**config.mk**
```make
export PLATFORM = sky130hd
export DESIGN_NAME = alu_issue_ctrl
export DESIGN_NICKNAME = d
export VERILOG_FILES = /design/src/rtl/alu_issue_ctrl_pkg.sv /design/src/rtl/alu_issue_ctrl_regfile.sv /design/src/rtl/alu_issue_ctrl.sv
export SDC_FILE = /design/constraint.sdc
export NUM_CORES = 1
export LEC_CHECK = 0
export ABC_AREA = 0
export BUFFER_PORTS_ARGS = -buffer_cell sky130_fd_sc_hd__clkbuf_2
export CAP_MARGIN = 5
export CORE_MARGIN = 1.5
export CORE_UTILIZATION = 64
export DETAILED_ROUTE_END_ITERATION = 12
export HOLD_SLACK_MARGIN = 0.05
export PLACE_DENSITY = 0.9
export SLEW_MARGIN = 20
export SYNTH_ARGS = -nofsm -noshare
export SYNTH_HDL_FRONTEND = slang
export SYNTH_SLANG_ARGS = --single-unit
```
**constraint.sdc**
```tcl
create_clock -name clk -period 4.6 [get_ports clk]
set_clock_uncertainty 0.15 [all_clocks]
set_input_delay 0.46 -clock clk [delete_from_list [all_inputs] [get_ports clk]]
set_output_delay 0.46 -clock clk [all_outputs]
set_load 0.03 [all_outputs]
```
**src/rtl/alu_issue_ctrl_pkg.sv**
```systemverilog
// Shared definitions for the ALU and its issue controller: opcodes, default widths,
// controller state encoding and instruction field positions.
package alu_issue_ctrl_pkg;

  localparam int unsigned OPSIZE_DEF   = 4;
  localparam int unsigned ALUWIDTH_DEF = 8;

  localparam logic [3:0] OP_ADD = 4'd0;
  localparam logic [3:0] OP_SUB = 4'd1;
  localparam logic [3:0] OP_AND = 4'd2;
  localparam logic [3:0] OP_OR  = 4'd3;
  localparam logic [3:0] OP_LS  = 4'd4;
  localparam logic [3:0] OP_RS  = 4'd5;

  typedef enum logic [1:0] {
    ST_IDLE = 2'd0,
    ST_READ = 2'd1,
    ST_EXEC = 2'd2,
    ST_WB   = 2'd3
  } state_t;

  // Field index within {opcode, rd, rs1, rs2}; bit offset is index * regaddr.
  localparam int unsigned FLD_RS2 = 0;
  localparam int unsigned FLD_RS1 = 1;
  localparam int unsigned FLD_RD  = 2;
  localparam int unsigned FLD_OP  = 3;

  function automatic logic op_legal(input logic [31:0] op);
    return op <= 32'(OP_RS);
  endfunction

endpackage

```
**src/rtl/alu_issue_ctrl_regfile.sv**
```systemverilog
// Register file: two async read ports, WB write port over a preload write port.
// Honours ALU_REG_ZERO_EN (register 0 hardwired to zero).
module alu_regfile
  import alu_issue_ctrl_pkg::*;
#(
  parameter int unsigned aluwidth = ALUWIDTH_DEF,
  parameter int unsigned regaddr  = 3
) (
  input  logic                clk,
  input  logic                rst_n,
  input  logic [regaddr-1:0]  rd_addr1,
  input  logic [regaddr-1:0]  rd_addr2,
  output logic [aluwidth-1:0] rd_data1,
  output logic [aluwidth-1:0] rd_data2,
  input  logic                wb_en,
  input  logic [regaddr-1:0]  wb_addr,
  input  logic [aluwidth-1:0] wb_data,
  input  logic                pre_en,
  input  logic [regaddr-1:0]  pre_addr,
  input  logic [aluwidth-1:0] pre_data
);

  localparam int unsigned DEPTH = 1 << regaddr;

  logic [aluwidth-1:0] regs [DEPTH];
  logic                wb_ok;
  logic                pre_ok;

`ifdef ALU_REG_ZERO_EN
  assign wb_ok    = wb_en && (wb_addr != '0);
  assign pre_ok   = pre_en && (pre_addr != '0);
  assign rd_data1 = (rd_addr1 == '0) ? '0 : regs[rd_addr1];
  assign rd_data2 = (rd_addr2 == '0) ? '0 : regs[rd_addr2];
`else
  assign wb_ok    = wb_en;
  assign pre_ok   = pre_en;
  assign rd_data1 = regs[rd_addr1];
  assign rd_data2 = regs[rd_addr2];
`endif

  // WB write is issued last so it overrides a preload to the same address.
  always_ff @(posedge clk or negedge rst_n) begin
    if (!rst_n) begin
      for (int unsigned i = 0; i < DEPTH; i++) regs[i] <= '0;
    end else begin
      if (pre_ok) regs[pre_addr] <= pre_data;
      if (wb_ok)  regs[wb_addr]  <= wb_data;
    end
  end

endmodule

```
**src/rtl/alu_issue_ctrl.sv**
```systemverilog
// Issue controller: accept, read operands, drive external ALU, write back, report.
// Optional ALU_REG_ZERO_EN makes register 0 a constant zero.
module alu_issue_ctrl
  import alu_issue_ctrl_pkg::*;
#(
  parameter int unsigned opsize   = OPSIZE_DEF,
  parameter int unsigned aluwidth = ALUWIDTH_DEF,
  parameter int unsigned regaddr  = 3
) (
  input  logic                        clk,
  input  logic                        rst_n,
  input  logic                        instr_valid,
  output logic                        instr_ready,
  input  logic [opsize+3*regaddr-1:0] instr,
  input  logic                        wr_en,
  input  logic [regaddr-1:0]          wr_addr,
  input  logic [aluwidth-1:0]         wr_data,
  output logic [opsize-1:0]           alu_opcode,
  output logic [aluwidth-1:0]         alu_in1,
  output logic [aluwidth-1:0]         alu_in2,
  input  logic [aluwidth-1:0]         alu_out,
  output logic                        done_valid,
  output logic [regaddr-1:0]          done_rd,
  output logic [aluwidth-1:0]         done_data,
  output logic                        illegal,
  output logic                        busy
);

  state_t              state, state_next;
  logic [opsize-1:0]   opc_q;
  logic [regaddr-1:0]  rd_q, rs1_q, rs2_q;
  logic [aluwidth-1:0] rd_data1, rd_data2, result;
  logic                legal, wb_en;

  assign legal       = op_legal(32'(opc_q));
  assign wb_en       = (state == ST_WB) && legal;
  assign instr_ready = (state == ST_IDLE);
  assign busy        = (state != ST_IDLE);

  alu_regfile #(
    .aluwidth (aluwidth),
    .regaddr  (regaddr)
  ) u_regfile (
    .clk      (clk),
    .rst_n    (rst_n),
    .rd_addr1 (rs1_q),
    .rd_addr2 (rs2_q),
    .rd_data1 (rd_data1),
    .rd_data2 (rd_data2),
    .wb_en    (wb_en),
    .wb_addr  (rd_q),
    .wb_data  (result),
    .pre_en   (wr_en),
    .pre_addr (wr_addr),
    .pre_data (wr_data)
  );

  always_comb begin
    state_next = state;
    case (state)
      ST_IDLE: if (instr_valid) state_next = ST_READ;
      ST_READ: state_next = ST_EXEC;
      ST_EXEC: state_next = ST_WB;
      ST_WB:   state_next = ST_IDLE;
      default: state_next = ST_IDLE;
    endcase
  end

  // The registered ALU operands double as the op1/op2 latches captured in READ.
  always_ff @(posedge clk or negedge rst_n) begin
    if (!rst_n) begin
      state      <= ST_IDLE;
      opc_q      <= '0;
      rd_q       <= '0;
      rs1_q      <= '0;
      rs2_q      <= '0;
      alu_opcode <= '0;
      alu_in1    <= '0;
      alu_in2    <= '0;
      result     <= '0;
      done_valid <= 1'b0;
      done_rd    <= '0;
      done_data  <= '0;
      illegal    <= 1'b0;
    end else begin
      state      <= state_next;
      done_valid <= 1'b0;
      illegal    <= 1'b0;
      case (state)
        ST_IDLE: if (instr_valid) begin
          opc_q <= instr[FLD_OP*regaddr +: opsize];
          rd_q  <= instr[FLD_RD*regaddr +: regaddr];
          rs1_q <= instr[FLD_RS1*regaddr +: regaddr];
          rs2_q <= instr[FLD_RS2*regaddr +: regaddr];
        end
        ST_READ: begin
          alu_opcode <= opc_q;
          alu_in1    <= rd_data1;
          alu_in2    <= rd_data2;
        end
        ST_EXEC: result <= alu_out;
        ST_WB: begin
          if (legal) begin
            done_valid <= 1'b1;
            done_rd    <= rd_q;
            done_data  <= result;
          end else begin
            illegal <= 1'b1;
          end
        end
        default: ;
      endcase
    end
  end

endmodule

```
---- Word-level counts from Yosys, hierarchy flattened ----
Index checks and enable logic that the tools add are counted.
operators by class
  $lt $le $gt $ge ......................... 7
  muxes and demuxes ....................... 20
  reductions and logical operators ........ 7
  equality and inequality tests ........... 4
  bitwise gates (word level) .............. 4
operator list
  cell                  number
  $bwmux W64            2
  $mux W64              2
  $bmux W8 S3           2
  $demux W8 S3          2
  $mux W8               6
  $ge A4 B4 Y1 const B  4
  $not A3 Y4            4
  $lt A4 B1 Y1 const B  2
  $pmux W2 S4           1
  $eq A2 B2 Y1 const B  2
  $le A4 B3 Y1 const B  1
  $mux W1               4
  $reduce_and A2 Y1     2
  $logic_and A1 B1 Y1   3
  $eq A2 B1 Y1 const B  1
  $logic_not A2 Y1      1
  $mux W2               1
  $ne A2 B2 Y1 const B  1
  $reduce_bool A2 Y1    1
storage, ports and cells
  output and inout bits ................... 35
  register bits ........................... 120
  input port bits ......................... 36
  logic and storage cells ................. 63

---- Depth between registers and ports, before layout ----
  depth after elaboration ................. 9
  gate-level depth with buffers ........... 5
  depth with buffers taken out ............ 5

---- Cells and area by module ----
Synthesis repeated with hierarchy kept, for this count alone.
second synthesis, totals
  cells, all modules ...................... 495
  area, all modules ....................... 6421.2 um^2
modules (own cells, without submodules)
  module          seq. area each (um^2)  area an instance (um^2)  instances  cells an instance
  alu_regfile     1601.5                 4236.6                   1          365
  alu_issue_ctrl  1401.3                 2184.6                   1          130

---- Least setup slack after synthesis ----
OpenSTA, ideal clock, no wires.
  path kind ............................... input -> register
  start ................................... in wr_addr[2]
  end ..................................... reg u_regfile.regs[56] (netlist name)
  stages .................................. 4
  path slack .............................. 2662 ps
  path buffers ............................ 1
  setup time .............................. 125 ps
  data required time ...................... 4325 ps
  arrival time ............................ 1664 ps
  cell sequence ........................... buf_6 > nor4b_4 > mux2_2 > mux2_2
on the way
  word-level cells in the longest chain between the ends .. 9
  elaborated cells between the ends (all ways) .. 10
  those cells by class .................... order compare (2); mux (6); bitwise (1); reduce/logical (1)
RTL lines
  item                                                                line                          text
  start: declaration                                                  alu_issue_ctrl.sv:16          input logic [regaddr-1:0] wr_addr,
  $not A3 Y4 (implied by the code) (*)                                alu_issue_ctrl_regfile.sv:46  if (pre_ok) regs[pre_addr] <= pre_data;
  $ge A4 B4 Y1 (implied by the code) or $lt A4 B1 Y1 (tied branches)  alu_issue_ctrl_regfile.sv:46
  $logic_and A1 B1 Y1 (implied by the code)                           alu_issue_ctrl_regfile.sv:46
  $mux W8 (implied by the code)                                       alu_issue_ctrl_regfile.sv:46
  $demux W8 S3 (*)                                                    alu_issue_ctrl_regfile.sv:46
  $bwmux W64 (*)                                                      alu_issue_ctrl_regfile.sv:46
  $mux W64 (*)                                                        alu_issue_ctrl_regfile.sv:46
  $bwmux W64                                                          alu_issue_ctrl_regfile.sv:47  if (wb_ok) regs[wb_addr] <= wb_data;
  $mux W64 (*)                                                        alu_issue_ctrl_regfile.sv:47
  end signal: indexed assignment                                      alu_issue_ctrl_regfile.sv:46
  end signal: indexed assignment                                      alu_issue_ctrl_regfile.sv:47
  end: declaration                                                    alu_issue_ctrl_regfile.sv:25  logic [aluwidth-1:0] regs [DEPTH];
Mark *: on every way between the ends. The rest lies on a longest branch, timed or not.
A chain may end at the register's enable or synchronous reset.

---- Worst setup path after layout ----
  start ................................... reg state[1]
  end ..................................... reg u_regfile.regs[17] (netlist name)
on the way
  word-level cells in the longest chain between the ends .. 3
RTL lines
  item                      line                          text
  start: declaration        alu_issue_ctrl.sv:29          state_t state, state_next;
  start signal: assignment  alu_issue_ctrl.sv:86          state <= state_next;
  $eq A2 B2 Y1              alu_issue_ctrl.sv:36          assign wb_en = (state == ST_WB) && legal;
  $logic_and A1 B1 Y1       alu_issue_ctrl.sv:36
  $mux W64                  alu_issue_ctrl_regfile.sv:47
Every way passes these cells.

==> Flow_metrics.wiki <==
{| class="wikitable"
! Metric !! Value
|-
| Top cells by area in the synthesized netlist || sky130_fd_sc_hd__dfrtp_1 (45%), sky130_fd_sc_hd__mux2_2 (28%), sky130_fd_sc_hd__mux2i_1 (7.3%), sky130_fd_sc_hd__nor2b_1 (3.6%), sky130_fd_sc_hd__a41o_1 (2.4%)
|-
| Worst slack at placement || approximately 2.4 ns
|-
| Total Die Area || 10950 sq um
|-
| All-layer global routing usage || 33.00%
|-
| Final Total Pwr || 6291 uW
|-
| First-pass GRT wire length || 27570 microns
|-
| Sw Share || 39.09%
|-
| Clock tree from TritonCTS || yes
|-
| Net switching power || 2459 uW
|-
| Fin util || between 70 and 80%
|-
| Area share of the largest cell type after synthesis || 45.39%
|-
| Avg Cell Area, Syn || 12.97 sq um
|-
| Worst setup path category || register to register
|-
| Maximum capacitance violations || 0
|-
| Routed length per instance || 23.41 microns
|-
| Total wire length || 17140 microns
|-
| Remaining DRCs || 0
|-
| Layout area overhead || 18.23%
|-
| Estimated wirelength of the detail-placed design || 10210 microns
|-
| Width of the chip || between 100 and 150 microns
|-
| Area of the core region || 9910 sq um
|-
| Post-layout minimum cycle time || around 2.2 ns
|-
| Crit path setup slack, layout || between 2 and 2.5 ns
|-
| Clock share of power || 22.7%
|-
| Internal cell power || 3832 uW
|-
| Post-route clock period utilization || 48.90%
|-
| Std-Cell Rows || 36
|-
| Antenna violations before repair || 0
|-
| Number of storage elements in the synthesis netlist || 120
|-
| Initial core utilization || 66.76%
|-
| Worst Path Max Fanout || 10
|-
| Required time reported for the critical path endpoint || between 4 and 5 ns
|-
| Number of placed I/O pins || 71
|-
| Worst Reg2Reg Path Length in Cells || 3
|-
| Cell area after layout || approximately 8000 sq um
|-
| Number of cells produced by synthesis || just over 500
|-
| Iteration count of the initial detailed-routing pass || 5
|-
| Critical path startpoint category || register
|-
| Vert. Die Dim || 104.7 microns
|-
| Tightest Pin Transition || 0.7128 ns
|-
| Endpoint arrival time on the critical path || 2.51 ns
|-
| Final setup viols || 0
|-
| Total congestion overflow after global routing || 0
|-
| Relative contribution of sequential cells to total power || 35.2%
|-
| Count of antenna-violating nets left after detailed routing || 0
|-
| Leakage || 0.003597 uW
|-
| Maximum buffer depth of the clock tree || 2
|-
| Count of input and output buffers || 70
|-
| Worst IR drop on VDD || 0.4399 mV
|-
| Post-synth cell types || 28
|-
| Synth Cell Area || about 6600 sq um
|-
| Final net count || between 600 and 700
|-
| Number of cells upsized or downsized after cts || 0
|-
| Vias per inst || roughly 6.5
|-
| Final hold viol count || 0
|-
| Library cell used as clock root buffer || sky130_fd_sc_hd__clkbuf_8
|-
| Pin count of the biggest net entering global routing || between 50 and 60
|-
| Ratio of total power to cell area || 804.3 nW/um^2
|-
| Clock Latency Late Sink || approximately 0.53 ns
|-
| Clk slew on worst S/H paths || 0.06 ns
|-
| DP Area || approximately 7000 sq um
|-
| Result of the run || complete, no violations
|-
| Setup TNS || 0 ns
|-
| Initial DRC count || 451
|-
| Fraction of layout instances using a drive strength above 1 || 46.74%
|-
| Library cell occupying the most area in the post-synthesis netlist || sky130_fd_sc_hd__dfrtp_1
|-
| Share of the yosys chip area belonging to registers || between 40% and 50%
|-
| Vias after detailed routing || 4740
|-
| Via count of the first global-routing pass || 4987
|-
| R2r setup slk || 2.35 ns
|-
| N_diodes || 0
|-
| Headroom to the max-slew limit || 52.34%
|-
| Clock buffers created by TritonCTS || 17
|-
| Synthesized netlist net count || 551
|-
| Unrepaired setup endpoints after global routing || false
|-
| Combinational share of power || 42.2%
|-
| Warnings, synthesis || 0
|-
| Max Freq || 444.6 MHz
|-
| FF-to-FF End || u_regfile.regs[17]
|-
| Number of slew-limit violations in the final report || 0
|-
| Endpoint type of the worst setup path || register
|-
| Critical path origin || state[1]
|-
| Filler Cell Count || between 500 and 600
|-
| GP Congestion || 0.8617
|-
| Reg2reg start || state[1]
|-
| Maximum level of the CTS H-tree || 4
|-
| Worst Setup EP || u_regfile.regs[17]
|-
| Worst hold path type || input pin to register
|-
| Clock Sink Count || 120
|}
-- through the flow --
| step | instances | hold slack, ns |
|---|---|---|
| 2_1_floorplan | 510 | 0.01441 |
| 3_3_place_gp | 679 | 0.3318 |
| 3_5_place_dp | 679 | 0.3483 |
| 4_1_cts | 732 | 0.1379 |
| 5_1_grt | 732 | 0.1883 |
| 6_report | 732 | 0.1576 |
-- sequential cells by signal (all words and copies together) (netlist names) --
signal and cells:
state 2, rd_q 3, illegal 1, alu_in2 8, rs1_q 3, opc_q 4, u_regfile.regs 64, rs2_q 3
alu_opcode 4, done_data 8, alu_in1 8, done_rd 3, result 8, done_valid 1
-- power by group through the flow --
| stage | Combinational [uW] | Sequential [uW] | Clock (uW) |
|---|---|---|---|
| after floorplan | 1870 | 2150 | 0 |
| after global placement | 2410 | 2120 | 0 |
| after detailed placement | 2530 | 2170 | 0 |
| after CTS | 2610 | 2180 | 1430 |
| after global routing | 2820 | 2270 | 1480 |
| final | 2650 | 2210 | 1430 |
-- critical path, stage by stage, from the launching register on --
cell and delay [ns]:
sky130_fd_sc_hd__dfrtp_1 0.41, sky130_fd_sc_hd__ha_1 0.40, sky130_fd_sc_hd__nand4_1 0.65, sky130_fd_sc_hd__mux2_2 0.51
-- layout by cell type (no fill, tap or decap) --
master / count
sky130_fd_sc_hd__clkinv_2: 2
sky130_fd_sc_hd__mux2i_1: 48
sky130_fd_sc_hd__nor4b_4: 1
sky130_fd_sc_hd__a21oi_1: 1
sky130_fd_sc_hd__ha_1: 5
sky130_fd_sc_hd__clkbuf_8: 7
sky130_fd_sc_hd__nand4_1: 4
sky130_fd_sc_hd__buf_4: 6
sky130_fd_sc_hd__bufinv_16: 4
sky130_fd_sc_hd__clkbuf_1: 1
sky130_fd_sc_hd__nand4_2: 1
sky130_fd_sc_hd__nand2b_1: 2
sky130_fd_sc_hd__inv_1: 4
sky130_fd_sc_hd__mux2_2: 165
sky130_fd_sc_hd__dlygate4sd3_1: 22
sky130_fd_sc_hd__a22oi_1: 16
sky130_fd_sc_hd__and2_1: 1
sky130_fd_sc_hd__and4bb_2: 3
sky130_fd_sc_hd__clkbuf_2: 69
sky130_fd_sc_hd__a211o_1: 16
sky130_fd_sc_hd__nand3_1: 16
sky130_fd_sc_hd__nor2b_1: 38
sky130_fd_sc_hd__a41o_1: 16
sky130_fd_sc_hd__nand4b_2: 4
sky130_fd_sc_hd__a21oi_4: 1
sky130_fd_sc_hd__nor3_1: 1
sky130_fd_sc_hd__nand2_1: 2
sky130_fd_sc_hd__clkbuf_16: 16
sky130_fd_sc_hd__dfrtp_1: 120
sky130_fd_sc_hd__nand4b_1: 3
sky130_fd_sc_hd__nor2_1: 3
sky130_fd_sc_hd__clkinvlp_4: 1
-- kinds of logic after synthesis --
| logic type | share of synthesized area (%) |
|---|---|
| multiplexers | 35.35 |
| flip-flops | 45.39 |
| AND/OR/NAND/NOR | 8.247 |
| AO/OA/AOI/OAI | 6.677 |
| buffers and inverters | 3.385 |
| adder cells (fa/ha/maj) | 0.9457 |
-- how the worst min path moves through the flow --
stage	to	from	depth (start not counted)	slack [ns]
2_1_floorplan	alu_in1[0]	rst_n	0	0.01
3_3_place_gp	opc_q[0]	opc_q[0]	1	0.33
3_5_place_dp	alu_opcode[2]	alu_opcode[2]	1	0.35
4_1_cts	state[0]	instr_valid	3	0.14
5_1_grt	state[1]	instr_valid	3	0.19
6_report	state[0]	instr_valid	3	0.16
-- final cells by class --
| cell class | instances | area [sq um] | area share, % |
|---|---|---|---|
| well taps | 133 | 166.4 | 2.128 |
| multi-input cells | 347 | 3388 | 43.32 |
| repair buffers | 97 | 610.6 | 7.807 |
| flip-flops and latches | 120 | 3003 | 38.39 |
| inverters | 4 | 15.01 | 0.1920 |
| clock inverters | 7 | 137.6 | 1.760 |
| clock buffers | 24 | 500.5 | 6.399 |
-- routing by layer --
| metal | wire length (microns) | share of wire [%] | global-route usage, % | vias to the layer above |
|---|---|---|---|---|
| met3 | 1337 | 7.8 | 9.607 | 50 |
| met4 | 467 | 2.7 | 14.38 | 0 |
| met1 | 6962 | 41 | 43.24 | 2394 |
| met2 | 8371 | 49 | 51.27 | 244 |
| li1 | - | - | - | 2052 |
| met5 | 0 | 0 | 0 | - |
-- repair_timing --
action | 4_1_cts | 5_1_grt
hold buffers | 22 | 0
endpoints found under the hold margin | 71 | 0
buffers inserted | 0 | 0
-- cell usage after synthesis (all sizes together) --
library cell / n
mux2: 165
dfrtp: 120
mux2i: 48
nor2b: 38
buf: 21
clkbuf: 18
a211o: 16
a22oi: 16
a41o: 16
nand3: 16
nand4b: 7
ha: 5
nand4: 5
inv: 4
and4bb: 3
nor2: 3
a21oi: 2
nand2: 2
nand2b: 2
and2: 1
nor3: 1
nor4b: 1
Note: power is estimated with default switching activity, not from simulation.
